## src/rtl/move_executor.sv

```systemverilog
// move_executor: applies one chess move per request, scanning both sides piece by piece for collisions and captures.
module move_executor #(
  parameter logic WHITE = 1'b1,
  parameter logic BLACK = 1'b0,
  parameter int NUM_PIECES = 16
) (
  input  logic                      clk,
  input  logic                      RST,
  input  logic                      start,
  input  logic                      pl,
  input  logic [3:0]                piece_to_move,
  input  logic [5:0]                move_in,
  output logic [6*NUM_PIECES-1:0]   location_vectors_w,
  output logic [6*NUM_PIECES-1:0]   location_vectors_b,
  output logic [NUM_PIECES-1:0]     alive_vectors_w,
  output logic [NUM_PIECES-1:0]     alive_vectors_b,
  output logic                      busy,
  output logic                      done,
  output logic                      captured,
  output logic [3:0]                captured_piece,
  output logic                      illegal,
  output logic                      game_over
);
  typedef enum logic [1:0] {IDLE, SCAN, COMMIT, DONE} state_t;
  localparam logic [3:0] LAST = 4'(NUM_PIECES - 1);
  // Back-rank files for indices 7..0 (R1 N2... packed with index 0 in the low bits)
  localparam logic [47:0] BACK_FILES = {6'd0, 6'd7, 6'd1, 6'd6, 6'd2, 6'd5, 6'd3, 6'd4};
  function automatic logic [6*NUM_PIECES-1:0] init_loc(input logic [5:0] back, input logic [5:0] pawn);
    logic [6*NUM_PIECES-1:0] v;
    v = '0;
    for (int i = 0; i < NUM_PIECES; i++)
      v[6*i +: 6] = i < 8 ? back + BACK_FILES[6*i +: 6] : pawn + 6'(NUM_PIECES - 1 - i);
    return v;
  endfunction
  state_t state, nxt;
  logic pl_r, ill, hit, ok, accept;
  logic [3:0] pc_r, idx, tgt;
  logic [5:0] mv_r;
  logic [6*NUM_PIECES-1:0] own_loc, opp_loc;
  logic [NUM_PIECES-1:0] own_alive, opp_alive;
  assign busy = state != IDLE;
  assign done = state == DONE;
  always_comb begin
    accept = state == IDLE && start && !game_over;
    nxt = state == IDLE ? (accept ? SCAN : IDLE) :
          state == SCAN ? (idx == LAST ? COMMIT : SCAN) :
          state == COMMIT ? DONE : IDLE;
    own_loc = pl_r == WHITE ? location_vectors_w : location_vectors_b;
    opp_loc = pl_r == WHITE ? location_vectors_b : location_vectors_w;
    own_alive = pl_r == WHITE ? alive_vectors_w : alive_vectors_b;
    opp_alive = pl_r == WHITE ? alive_vectors_b : alive_vectors_w;
    ok = !ill && own_alive[pc_r];
  end
  always_ff @(posedge clk)
    if (RST) state <= IDLE;
    else state <= nxt;
  always_ff @(posedge clk) begin
    if (RST) begin
      pl_r <= WHITE;
      pc_r <= '0;
      mv_r <= '0;
      idx <= '0;
      ill <= 1'b0;
      hit <= 1'b0;
      tgt <= '0;
      captured <= 1'b0;
      captured_piece <= '0;
      illegal <= 1'b0;
      game_over <= 1'b0;
      alive_vectors_w <= '1;
      alive_vectors_b <= '1;
      location_vectors_w <= init_loc(6'd0, 6'd8);
      location_vectors_b <= init_loc(6'd56, 6'd48);
    end else begin
      if (accept) begin
        pl_r <= pl;
        pc_r <= piece_to_move;
        mv_r <= move_in;
        idx <= '0;
        ill <= 1'b0;
        hit <= 1'b0;
        tgt <= '0;
        captured <= 1'b0;
        captured_piece <= '0;
        illegal <= 1'b0;
      end
      if (state == SCAN) begin
        idx <= idx + 4'd1;
        // Any alive own piece on the destination, the mover included, blocks the move
        if (own_alive[idx] && own_loc[6*idx +: 6] == mv_r) ill <= 1'b1;
        if (opp_alive[idx] && opp_loc[6*idx +: 6] == mv_r && !hit) begin
          hit <= 1'b1;
          tgt <= idx;
        end
      end
      if (state == COMMIT) begin
        illegal <= !ok;
        captured <= ok && hit;
        captured_piece <= ok && hit ? tgt : 4'd0;
        if (ok && hit && tgt == 4'd0) game_over <= 1'b1;
        if (ok && pl_r == WHITE) begin
          location_vectors_w[6*pc_r +: 6] <= mv_r;
          if (hit) alive_vectors_b[tgt] <= 1'b0;
        end
        if (ok && pl_r != WHITE) begin
          location_vectors_b[6*pc_r +: 6] <= mv_r;
          if (hit) alive_vectors_w[tgt] <= 1'b0;
        end
      end
    end
  end
endmodule

```

## config.mk

```make
export PLATFORM = sky130hd
export DESIGN_NAME = move_executor
export DESIGN_NICKNAME = d
export VERILOG_FILES = /design/src/rtl/move_executor.sv
export SDC_FILE = /design/constraint.sdc
export NUM_CORES = 1
export LEC_CHECK = 0
export CAP_MARGIN = 25
export CORE_UTILIZATION = 50
export DETAILED_ROUTE_END_ITERATION = 8
export PLACE_DENSITY = 0.79
export SETUP_SLACK_MARGIN = 0.05
export SYNTH_ARGS = -nofsm -noshare
export SYNTH_HDL_FRONTEND = slang
export SYNTH_SLANG_ARGS = --single-unit
```

## constraint.sdc

```tcl
create_clock -name clk -period 3.65 [get_ports clk]
set_clock_uncertainty 0.05 [all_clocks]
set_input_delay 0.9125 -clock clk [delete_from_list [all_inputs] [get_ports clk]]
set_output_delay 0.9125 -clock clk [all_outputs]
set_load 0.02 [all_outputs]
```

==> metrics, run 1 <==
status=complete, no violations; Hold Path Sink=illegal$_SDFFE_PP0P_; Detail Route Antenna Nets=0; Max Freq=280 MHz; WL final=roughly 71000 µm; synth top area cells=dfxtp_1 33%, mux4_2 14%, mux2i_1 8.2%; worst rel slew slack=40.5%; Syn Inst Count=1761; Async S/R FF share, synth=0%; final setup fails=0; initial antenna violation count=3; leakage=~7.1 nW; Worst-Skew Late Latency=570 ps; Hold Path Origin=illegal$_SDFFE_PP0P_; routed len/inst=29.2 µm; Pins Over Slew Limit=0; DR vias/cell=7.04; FF+latch count, synth=roughly 250; CTS max path bufs=3; Psw=around 0.0024 W; largest net degree at the start of global routing=132; total CTS buffers=28; total core area=30000 µm²; dpl hpwl=52200 µm; Setup Slack @ Placement=184 ps; ys flop type=dfxtp_1; global-route wire length before repair=~100000 µm; internal power=0.00510 W; clock slew at reported path FFs=60 ps; Comb pwr share=22.0%; worst hold stages=2; die height=between 150 and 200 µm; Synth warnings=0; Die Footprint=approximately 32000 µm²; final hold vios=0; max cap viols=0; Crit Reg-Reg Endpoint=location_vectors_w[39]$_SDFFE_PP0P_; post-synth top area cell=dfxtp_1; share of cells above drive strength 1=about 16%; via count=between 15k and 20k; CTS Sinks=~250; grt ovf=0; Worst Setup Start Kind=flip-flop; critical path type=reg2reg; Worst Hold Slack=437 ps; FF-to-FF Start=pc_r[1]$_SDFFE_PP0P_; IO Count=247; Die Width=178 µm; R2R Setup Slk=around 84 ps; count leader, synth=dfxtp_1; first-iteration detailed-routing DRC count=between 2k and 3k; H-tree levels=1; Period Utilization, post-route=97.7%; RSZ-0062 raised after global routing=yes; syn nets=approximately 1.8k; top cells by count, synth=254 x dfxtp_1, 233 x nand2_1, 145 x nand3_1, 126 x mux2i_1, 116 x nor2_1; Reg power frac=37.7%; Final Worst Setup Slack=roughly 84 ps; Worst setup EP type=flip-flop; gpl congestion=roughly 1.0; clk root buf=clkbuf_16; Yosys cell types=77; Seq/Total Area, Yosys=between 30 and 40%; number of buffers inserted by port buffering=246; clock share of power=40.3%; Overall Global Routing Usage=43.9%; share of the synthesized area in the top cell type=between 30% and 40%; Hold Path Class=reg2reg; # DRC=0; worst-margin pin slew=886 ps; Tmin final=about 3600 ps; nets@finish=2033; CTS tree=built; ANT cells=0; Worst EP required=between 4000 and 5000 ps; PD cells=375 nW/µm²; row count=63; Max FO, Critical Path=15; EDFF count, synth=0; sw frac=32.0%; Arr. time, crit path=4020 ps; Post-Synthesis Cell Area=15400 µm²; initial core utilization=51.4%; area grow syn2layout=29.3%; Worst IR Drop VDD=0.000468 V; vias in the first global route=15.6k; Post-CTS Hold Fix Bufs=0; final core utilization=around 67%; Mean Syn Cell Area=approximately 9 µm²; Pre-antenna DRT Iters=8; worst reg2reg path depth=12
flip-flops by register name (all words and copies together), names as in the netlist:
register            cells
idx                     4
mv_r                    6
alive_vectors_b        16
state                   2
pl_r                    1
captured_piece          4
location_vectors_w     96
tgt                     4
illegal                 1
game_over               1
hit                     1
location_vectors_b     96
ill                     1
alive_vectors_w        16
pc_r                    4
captured                1
routing by layer:
layer,track usage [%],vias up,part of all wire (%)
li1,-,7123,-
met1,58.8,8157,37
met2,63.9,1480,42
met3,13.6,303,16
met4,20.8,2,5.7
met5,0,-,0.018
critical path: stages (launching register included):
cell and delay, ps:
dfxtp_1 370, ha_1 210, inv_1 70, fa_1 430
xnor2_2 250, buf_4 210, xnor2_1 120, o22ai_1 550
buf_4 380, nand2_1 170, buf_4 200, or3_1 370
a21oi_1 120
cell type report:
cell class	count	area [µm²]
well taps	390	488
clock buffers	42	835
fillers	2441	10100
flip-flops and latches	254	5100
multi-input cells	1337	9710
inverters	17	65.1
repair buffers	373	3650
clock inverters	10	134
power by group through the flow:
stage / combinational (W) / clock, W / sequential [W]
after global routing: 0.00169 / 0.00311 / 0.00283
after floorplan: 0.000932 / 0 / 0.00285
after detailed placement: 0.00153 / 0 / 0.00289
after CTS: 0.00154 / 0.00299 / 0.00283
final: 0.00165 / 0.00302 / 0.00283
after global placement: 0.00153 / 0 / 0.00289
metrics by stage:
step	instances	total power, W	setup TNS (ps)	instance area, µm²
after floorplan	1761	0.00378	0	15500
after global placement	2365	0.00442	0	18900
after detailed placement	2366	0.00442	0	18900
after CTS	2418	0.00736	0	19800
after global routing	2423	0.00763	-58.0	20000
final	2423	0.00750	0	20000
timing repair:
item	4_1_cts	5_1_grt
endpoints found under the hold margin	0	0
buffers inserted	0	5
resized for setup	0	17
setup endpoints to repair	0	90
kinds of logic (layout without fill, tap and decap cells):
logic type	after synthesis	after routing	share of synthesized area [%]
compound gates	389	389	16.5
mux	229	229	22.7
xor+xnor	19	19	1.35
flops	254	254	32.9
buf+inv	170	442	4.91
simple gates	692	692	20.9
fa+ha+maj	8	8	0.696
how the worst max path moves through the flow:
stage / from / endpoint / slack (ps)
after floorplan: pc_r[0]$_SDFFE_PP0P_ / location_vectors_b[26]$_SDFFE_PP1P_ / 90
after global placement: idx[0]$_SDFFE_PP0P_ / tgt[0]$_SDFF_PP0_ / 240
after detailed placement: pc_r[2]$_SDFFE_PP0P_ / location_vectors_w[53]$_SDFFE_PP0P_ / 180
after CTS: pc_r[1]$_SDFFE_PP0P_ / location_vectors_w[53]$_SDFFE_PP0P_ / 150
after global routing: pc_r[0]$_SDFFE_PP0P_ / location_vectors_w[39]$_SDFFE_PP0P_ / -30
final: pc_r[1]$_SDFFE_PP0P_ / location_vectors_w[39]$_SDFFE_PP0P_ / 80
cells in the final DEF (no fill, tap or decap), drive strengths merged, types with 7 or more instances in the layout:
cell type      count
dfxtp            254
clkdlybuf4s50    245
nand2            233
nand3            145
buf              128
mux2i            126
nor2             116
a21oi            103
mux4              96
o21ai             96
nor3              66
clkbuf            42
nand4             39
o311ai            27
and3              18
o22ai             18
a22oi             17
o221ai            17
a21o              15
nand2b            15
inv               15
or3               13
nor2b             11
o211ai            11
and2              11
a31oi             10
xnor2             10
a211oi            10
a21boi             9
nor4               9
o31ai              8
mux2               7
ha                 7
clkinv             7
No activity file was read; power rests on OpenSTA's default activity.
==> run 2, diff against run 1 <==
--- a/config.mk
+++ b/config.mk
@@ -6,9 +6,9 @@
 export NUM_CORES = 1
 export LEC_CHECK = 0
 export CAP_MARGIN = 25
-export CORE_UTILIZATION = 50
+export CORE_UTILIZATION = 45
 export DETAILED_ROUTE_END_ITERATION = 8
-export PLACE_DENSITY = 0.79
+export PLACE_DENSITY = 0.73
 export SETUP_SLACK_MARGIN = 0.05
 export SYNTH_ARGS = -nofsm -noshare
 export SYNTH_HDL_FRONTEND = slang
==> run 2 against run 1 <==
  * Sequential share of layout area about the same
  * Wire length is 2.1% higher
  * Largest cell class unchanged
  * Sequential power about the same
  * Global-route usage fell by 3.6 points
  * Maximum frequency up 1.7%
  * Worst hold slack worse by 32 ps
  * Cell count is 2.4% higher
  * Power decreased by 0.41%
  * Highest routed layer is now met4
  * Die area up 11%
  * Register-to-register slack improved by 60 ps
==> metrics, run 2 (same netlist as run 1, synthesis figures left out) <==
Hold Path Sink=illegal$_SDFFE_PP0P_; initial core utilization=46.0% (-5.5 points); clock share of power=40.0% (-0.3 points); vias in the first global route=15.3k (-1.7%); gpl congestion=1.05 (+0.85%); Tmin final=3510 ps (-59.6 ps); Design Area, Final=19900 µm² (-0.23%); CP cell instances=inv_1 -> fa_1 -> nor3b_1 -> xor2_1 -> buf_4 -> nand2_1 -> buf_4 -> o22ai_1 -> buf_4 -> nand2_1 -> o311ai_0; die height=187 µm (+5.3%); internal power=0.00510 W (-0.15%); share of cells above drive strength 1=15.5% (-0.19 points); DR vias/cell=6.78 (-3.7%); RSZ-0062 raised after global routing=no; largest net degree at the start of global routing=73 (-45%); final hold vios=0 (unchanged); PD cells=375 nW/µm² (-0.18%); Die Width=187 µm (+5.3%); worst-margin pin slew=1080 ps (+197 ps); Max FO, Critical Path=15 (unchanged); routed len/inst=29.1 µm (-0.28%); # DRC=0 (unchanged); Largest regs=location_vectors_b x96, location_vectors_w x96; most frequent cells in the layout=250 x dfxtp_1, 245 x clkdlybuf4s50_1, 232 x nand2_1, 145 x nand3_1, 126 x mux2i_1; DP Cell Count=2431 (+2.7%); Hold Path Class=reg2reg; grt ovf=0 (unchanged); max cap viols=0 (unchanged); via count=16.8k (-1.4%); Comb pwr share=22.1% (about the same); number of buffers inserted by port buffering=246 (unchanged); sw frac=31.8% (-0.18 points); max incr delay on CP=570 ps (+20 ps); Max Freq=285 MHz (+1.7%); CTS Sinks=254 (unchanged); clock slew at reported path FFs=60 ps (about the same); CTS tree=built; Worst-Skew Late Latency=580 ps (about the same); Detail Route Antenna Nets=0 (unchanged); commonest non-fill, non-tap cell in the layout=dfxtp_1; Crit Reg-Reg Endpoint=location_vectors_w[84]$_SDFFE_PP1P_; Worst setup EP type=flip-flop; Post-CTS Setup Inserts=0 (unchanged); critical path type=reg2reg; Die Footprint=35100 µm² (+11%); global-route wire length before repair=105000 µm (+3.0%); nets@finish=2036 (+0.15%); Hold Path Origin=illegal$_SDFFE_PP0P_; FF-to-FF Start=pc_r[2]$_SDFFE_PP0P_; WL final=72200 µm (+2.1%); worst rel slew slack=27.8% (-13 points); IO Count=247 (unchanged); total core area=33600 µm² (+12%); Worst EP required=4040 ps (-60 ps); H-tree levels=1 (unchanged); Critical-path top delay cell=fa_1; R2R Setup Slk=140 ps (+60 ps); final setup fails=0 (unchanged); status=complete, no violations; Reg power frac=37.8% (about the same); worst reg2reg path depth=11 (-1); Pins Over Slew Limit=0 (unchanged); total CTS buffers=29 (+3.6%); Overall Global Routing Usage=40.3% (-3.6 points); Worst IR Drop VDD=0.000291 V (-38%); Psw=0.00237 W (-0.97%); leakage=7.10 nW (-0.48%); most frequent CP cell=buf_4; area grow syn2layout=29.0%; Finished Layout Cells=2480 (+2.4%); row count=67 (+6.3%); worst hold stages=2 (unchanged); Final Worst Setup Slack=143 ps (+59.6 ps); post-route setup TNS=0 ps (unchanged); Pre-antenna DRT Iters=7 (-1); Arr. time, crit path=3900 ps (-120 ps); Setup Slack @ Placement=-76.5 ps (-260 ps); dpl hpwl=54400 µm (+4.2%); Period Utilization, post-route=96.1% (-1.6 points); Post-DP Area=18900 µm² (+0.32%); first-iteration detailed-routing DRC count=2548 (-11%); Worst Setup Start Kind=flip-flop; ANT cells=0 (unchanged); CTS max path bufs=3 (unchanged); initial antenna violation count=2 (-1); clk root buf=clkbuf_16
==> run 2: per-layer routing <==
metal,vias to the layer above,track usage (%),wire length [µm]
li1,7136,-,-
met1,8160,54.1,27700
met2,1294,60.6,31100
met3,236,10.4,9530
met4,0,18.1,3830
met5,-,0,0
==> run 2: per-stage QoR <==
stage | total power, W | hold slack (ps) | util (%)
6_report | 0.00747 | 405 | 59.3
4_1_cts | 0.00738 | 407 | 59.1
3_5_place_dp | 0.00444 | 399 | 56.3
5_1_grt | 0.00764 | 457 | 59.3
3_3_place_gp | 0.00443 | 396 | 56.3
2_1_floorplan | 0.00378 | 420 | -
==> run 2: repair_timing <==
item / CTS / global route
gates resized for setup: 1 / 14
setup endpoints to repair: 7 / 33
cloned: 0 / 0
hold buffers: 0 / 0
pin swaps: 0 / 0
==> run 2: power by group through the flow <==
stage | registers [W] | logic (W) | clock network [W]
2_1_floorplan | 0.00285 | 0.000932 | 0
3_3_place_gp | 0.00288 | 0.00155 | 0
3_5_place_dp | 0.00289 | 0.00155 | 0
5_1_grt | 0.00283 | 0.00170 | 0.00312
4_1_cts | 0.00282 | 0.00156 | 0.00300
6_report | 0.00283 | 0.00165 | 0.00299
==> run 2: cell type report <==
cell class                 count  area, µm²
clock buffer                  42        835
inverter                      17       65.1
clock inverter                 7        114
multi-input combinational   1337       9700
fill                        3005      13700
timing repair buffer         375       3560
sequential                   254       5090
tap                          448        561
==> run 2: how the worst max path moves through the flow <==
| stage | from | to | slack (ps) | depth (start not counted) |
|---|---|---|---|---|
| 5_1_grt | pc_r[2]$_SDFFE_PP0P_ | location_vectors_b[66]$_SDFFE_PP0P_ | 40 | 12 |
| 4_1_cts | pc_r[2]$_SDFFE_PP0P_ | location_vectors_w[2]$_SDFFE_PP1P_ | 130 | 13 |
| 2_1_floorplan | pc_r[0]$_SDFFE_PP0P_ | location_vectors_b[26]$_SDFFE_PP1P_ | 90 | 17 |
| 3_3_place_gp | pc_r[0]$_SDFFE_PP0P_ | location_vectors_w[46]$_SDFFE_PP0P_ | 80 | 9 |
| 6_report | pc_r[2]$_SDFFE_PP0P_ | location_vectors_w[84]$_SDFFE_PP1P_ | 140 | 11 |
| 3_5_place_dp | pc_r[0]$_SDFFE_PP0P_ | location_vectors_w[47]$_SDFFE_PP0P_ | -80 | 9 |
==> run 2: critical path: cells and delay by family, from the launching register on <==
| family | cells | cell delay (ps) |
|---|---|---|
| buffers and inverters | 4 | 890 |
| AO/OA/AOI/OAI | 2 | 710 |
| adder cells (fa/ha/maj) | 1 | 570 |
| AND/OR/NAND/NOR | 3 | 570 |
| flip-flops | 1 | 390 |
| XOR/XNOR | 1 | 180 |
==> run 3, diff against run 2 <==
--- a/config.mk
+++ b/config.mk
@@ -9,6 +9,7 @@
 export CORE_UTILIZATION = 45
 export DETAILED_ROUTE_END_ITERATION = 8
 export PLACE_DENSITY = 0.73
+export RECOVER_POWER = 50
 export SETUP_SLACK_MARGIN = 0.05
 export SYNTH_ARGS = -nofsm -noshare
 export SYNTH_HDL_FRONTEND = slang
==> run 3 against run 2 <==
  * Via count rose by 0.58%
  * Worst hold slack worse by 4.4 ps
  * First-iteration DRC count down 4.7%
  * Combinational power hardly changed
  * Register-to-register slack barely moved
  * Largest cell class unchanged
  * Critical path type unchanged
==> metrics, run 3 (same netlist as run 1, synthesis figures left out) <==
CTS Sinks=254 (unchanged); dpl hpwl=54400 µm (unchanged); nets@finish=2036 (unchanged); total core area=33600 µm² (unchanged); clock share of power=40.0% (about the same); Critical-path top delay cell=mux4_1; CTS max path bufs=3 (unchanged); H-tree levels=1 (unchanged); routed len/inst=29.2 µm (+0.19%); RSZ-0062 raised after global routing=no; worst-margin pin slew=1050 ps (-33.0 ps); row count=67 (unchanged); status=complete, no violations; most frequent cells in the layout=251 x dfxtp_1, 232 x nand2_1, 227 x dlygate4sd3_1, 145 x nand3_1, 126 x mux2i_1; Worst Setup Start Kind=flip-flop; Comb pwr share=22.1% (about the same); Max Freq=285 MHz (-0.22%); leakage=7.08 nW (-0.40%); clk root buf=clkbuf_16; Die Footprint=35100 µm² (unchanged); area grow syn2layout=28.9% (about the same); total CTS buffers=29 (unchanged); largest net degree at the start of global routing=73 (unchanged); post-route setup TNS=0 ps (unchanged); Pins Over Slew Limit=0 (unchanged); Worst-Skew Late Latency=570 ps (about the same); Die Width=187 µm (unchanged); grt ovf=0 (unchanged); Arr. time, crit path=3960 ps (+60 ps); sw frac=31.9% (+0.075 points); initial antenna violation count=2 (unchanged); final setup fails=0 (unchanged); Overall Global Routing Usage=40.3% (unchanged); Largest regs=location_vectors_b x96, location_vectors_w x96; number of buffers inserted by port buffering=246 (unchanged); clock slew at reported path FFs=70 ps (about the same); Design Area, Final=19900 µm² (about the same); Reg power frac=37.8% (about the same); DR vias/cell=6.82 (+0.58%); # DRC=0 (unchanged); Worst Path Buf+Inv=2 (-2); WL final=72300 µm (+0.19%); share of cells above drive strength 1=15.3% (-0.20 points); Detail Route Antenna Nets=0 (unchanged); Tmin final=3510 ps (+7.74 ps); Max FO, Critical Path=16 (+1); ANT cells=0 (unchanged); max incr delay on CP=630 ps (+60 ps); Worst setup EP type=flip-flop; worst rel slew slack=30.0% (+2.2 points); internal power=0.00509 W (about the same); gpl congestion=1.05 (unchanged); Setup Slack @ Placement=-76.5 ps (unchanged); CP cell instances=buf_12 -> mux4_1 -> mux4_2 -> xnor2_1 -> nand4b_1 -> o31a_2 -> a2111oi_4 -> buf_4 -> mux2i_1; Final Worst Setup Slack=136 ps (-7.74 ps); Worst IR Drop VDD=0.000299 V (+2.5%); initial core utilization=46.0% (unchanged); Hold Path Class=reg2reg; CTS tree=built; Pre-antenna DRT Iters=6 (-1); vias in the first global route=15.3k (unchanged); max cap viols=0 (unchanged); commonest non-fill, non-tap cell in the layout=dfxtp_1; die height=187 µm (unchanged); first-iteration detailed-routing DRC count=2428 (-4.7%); Post-DP Area=18900 µm² (unchanged); PD cells=375 nW/µm² (+0.12%); critical path type=reg2reg; Post-CTS Hold Fix Bufs=0 (unchanged); Post-CTS Setup Inserts=0 (unchanged); Worst EP required=4090 ps (+50 ps); Psw=0.00238 W (+0.30%); final hold vios=0 (unchanged); Period Utilization, post-route=96.3% (+0.21 points); global-route wire length before repair=105000 µm (unchanged); IO Count=247 (unchanged); via count=16.9k (+0.58%); cell family with most CP delay=multiplexers
==> run 3: power by group through the flow <==
stage | clock (W) | sequential (W) | combinational, W
final | 0.00299 | 0.00283 | 0.00166
after global routing | 0.00312 | 0.00283 | 0.00169
after CTS | 0.00300 | 0.00282 | 0.00156
after detailed placement | 0 | 0.00289 | 0.00155
after global placement | 0 | 0.00288 | 0.00155
after floorplan | 0 | 0.00285 | 0.000932
==> run 3: final timing paths <==
| path | startpoint | to | slack (ps) | cells past startpoint |
|---|---|---|---|---|
| max | idx[0]$_SDFFE_PP0P_ | tgt[0]$_SDFF_PP0_ | 140 | 9 |
| min | illegal$_SDFFE_PP0P_ | illegal$_SDFFE_PP0P_ | 400 | 2 |
| max reg2reg | idx[0]$_SDFFE_PP0P_ | tgt[0]$_SDFF_PP0_ | 140 | 9 |
| min reg2reg | illegal$_SDFFE_PP0P_ | illegal$_SDFFE_PP0P_ | 400 | 2 |
==> run 3: final cells by class <==
cell class              count  area (µm²)
fillers                  3005       13700
multi-input cells        1337        9700
flip-flops and latches    254        5090
repair buffers            375        3560
clock buffers              42         835
well taps                 448         561
clock inverters             7         114
inverters                  17        65.1
==> run 3: metal layers <==
metal	track usage [%]	share of wire, %
met5	0	0.018
met4	18.1	5.3
met3	10.4	13
met2	60.6	43
met1	54.1	38
==> run 3: what timing repair did <==
action                     CTS  global route
setup endpoints to repair    7            33
cloned                       0             0
resized for setup            1            14
==> run 3: stage by stage <==
| step | cells | utilization, % | hold slack, ps | power [W] |
|---|---|---|---|---|
| floorplan | 1761 | - | 420 | 0.00378 |
| global placement | 2431 | 56.3 | 396 | 0.00443 |
| detailed placement | 2431 | 56.3 | 399 | 0.00444 |
| CTS | 2480 | 59.1 | 407 | 0.00738 |
| global route | 2480 | 59.3 | 455 | 0.00764 |
| finish | 2480 | 59.3 | 401 | 0.00748 |
==> run 3: worst register-to-register path: stages (launching register included) <==
cell and delay [ps]:
dfxtp_4 530, buf_12 240, mux4_1 630, mux4_2 500, xnor2_1 260, nand4b_1 180, o31a_2 210, a2111oi_4 380
buf_4 220, mux2i_1 220
==> RTL change (config.mk and constraints of run 2) <==
The parameter `WHITE` goes from 1'b1 to 1'b0.
--- a/src/rtl/move_executor.sv
+++ b/src/rtl/move_executor.sv
@@ -1,6 +1,6 @@
 // move_executor: applies one chess move per request, scanning both sides piece by piece for collisions and captures.
 module move_executor #(
-  parameter logic WHITE = 1'b1,
+  parameter logic WHITE = 1'b0,
   parameter logic BLACK = 1'b0,
   parameter int NUM_PIECES = 16
 ) (
Formal check against the unedited RTL: no difference found for any inputs over 4 cycles, from zero or initial values and one cycle with RST high; that may be too few to reach the edited logic, so the function may still have changed.
==> RTL change against run 2 <==
Combinational power down 13%; total power down 3.7%; routed wire length down 11%; design area down 1.0%; sequential cell count unchanged; sequential power about the same; worst setup slack better by 0.0055 ns; non-clock buffer count up 11; synthesized area down 2.0%; global-route usage down 3.0 points; synthesized cell count down 1.6%; critical path type unchanged.
==> RTL change: results (changes against run 2) <==
GRT_MAX_DEGREE=82  # was 73
SYNTHXORXNORAREAFRAC_PCT=1.55  # was 1.35%
N_ANTENNA_CELL=2  # was 0
REG2REG_FROM='pc_r[0]'  # was pc_r[2]
PER_INSTANCE_AVERAGE_AREA_AFTER_SYNTHESIS_UM2=8.74  # was 8.77 um^2
NETS=2026  # was 2036
SYNTH_FA_HA_AREA_SHARE_PCT=0.711  # was 0.696%
CRITPATHTOPFAMILY='simple AND/OR/NAND/NOR gates'  # was buffers and inverters
POST_SYNTH_MAIN_AREA_CONTRIBUTORS='sky130_fd_sc_hd__dfxtp_1 (34%), sky130_fd_sc_hd__mux4_2 (11%), sky130_fd_sc_hd__mux2i_1 (9.3%), sky130_fd_sc_hd__nand2_1 (5.7%), sky130_fd_sc_hd__nor2_1 (4.4%)'  # was sky130_fd_sc_hd__dfxtp_1 (33%), sky130_fd_sc_hd__mux4_2 (14%), sky130_fd_sc_hd__mux2i_1 (8.2%), sky130_fd_sc_hd__nand2_1 (5.7%), sky130_fd_sc_hd__nand3_1 (4.7%)
CRITPATHMAXSTAGEDELAY_NS=0.84  # was 0.57 ns
CRITPATHCAPTURE='location_vectors_b[65]'  # was location_vectors_w[84]
LAYOUT.COMB_GATES.MULTI_INPUT=1321  # was 1337
LAYOUT.SEQUENTIAL_CELLS=254  # unchanged
FIRST_GLOBAL_VIAS=15199  # was 15344
P_SW_SHARE_PCT=30.5  # was 31.8%
SYNTH_TOP_CELLS_BY_COUNT='sky130_fd_sc_hd__dfxtp_1 (254), sky130_fd_sc_hd__nand2_1 (230), sky130_fd_sc_hd__nor2_1 (176)'  # was sky130_fd_sc_hd__dfxtp_1 (254), sky130_fd_sc_hd__nand2_1 (233), sky130_fd_sc_hd__nand3_1 (145)
GP_CONGESTION=1.05  # about the same
YS_SEQ_AREA_SHARE_PCT=33.6  # was 32.9%
HPWL_MM=48.3  # was 54.4 mm
FIRST_PASS_ITERS=6  # was 7
MAXIMUM_RESISTIVE_DROP_ON_VDD_uV=334  # was 291 uV
FIRST_PASS_GRT_WIRE_LENGTH_MM=95.3  # was 105 mm
FINAL.SIGNAL_INVERTER_COUNT=12  # was 17
STATUS='completed'  # unchanged
LAYOUT.CLOCK_BUFFERS=47  # was 42
WORSTREGTOREGCELLS=9  # was 11
[RTL change: cell count changes in the layout (fill, tap and decap cells not counted), moves of 15 or more]
cell                       change
sky130_fd_sc_hd__nand3_1      -74
sky130_fd_sc_hd__a21oi_1      +18
sky130_fd_sc_hd__a211o_1      +64
sky130_fd_sc_hd__o311ai_0     -21
sky130_fd_sc_hd__o221ai_1     +15
sky130_fd_sc_hd__mux4_2       -19
sky130_fd_sc_hd__o21ai_0      -40
sky130_fd_sc_hd__nor2_1       +58
sky130_fd_sc_hd__nand4_1      -27
[RTL change: cell families after synthesis]
group,after synthesis
AOI/OAI and AO/OA,396
xor gates and xnor gates,25
adders and majority gates,8
buffers and inverters,158
DFF,254
muxes,226
and+or+nand+nor,666
[RTL change: stage by stage]
stage | utilization [%] | setup slack, ns | cell area, um^2 | instances | hold slack, ns
after CTS | 60.0 | 0.0519 | 19700 | 2465 | 0.418
after global routing | 60.2 | 0.0476 | 19700 | 2467 | 0.453
after detailed placement | 57.1 | 0.0875 | 18700 | 2413 | 0.410
after floorplan | - | 0.0541 | 15200 | 1733 | 0.420
after global placement | 57.1 | 0.146 | 18700 | 2413 | 0.396
final | 60.2 | 0.149 | 19700 | 2469 | 0.411
[RTL change: power by group through the flow]
stage                     Combinational [W]  Sequential [W]  Clock (W)
after global placement              0.00133         0.00288          0
after floorplan                    0.000817         0.00285          0
after CTS                           0.00135         0.00282    0.00296
final                               0.00143         0.00282    0.00294
after detailed placement            0.00134         0.00288          0
after global routing                0.00147         0.00282    0.00308
[RTL change: per-layer routing]
metal  share of wire [%]  up-vias  track usage, %
met4                 5.5        0            20.3
met3                  12      212            9.36
met1                  38     7753            48.7
met2                  44     1134            56.2
li1                    -     6933               -
met5                   0        -               0
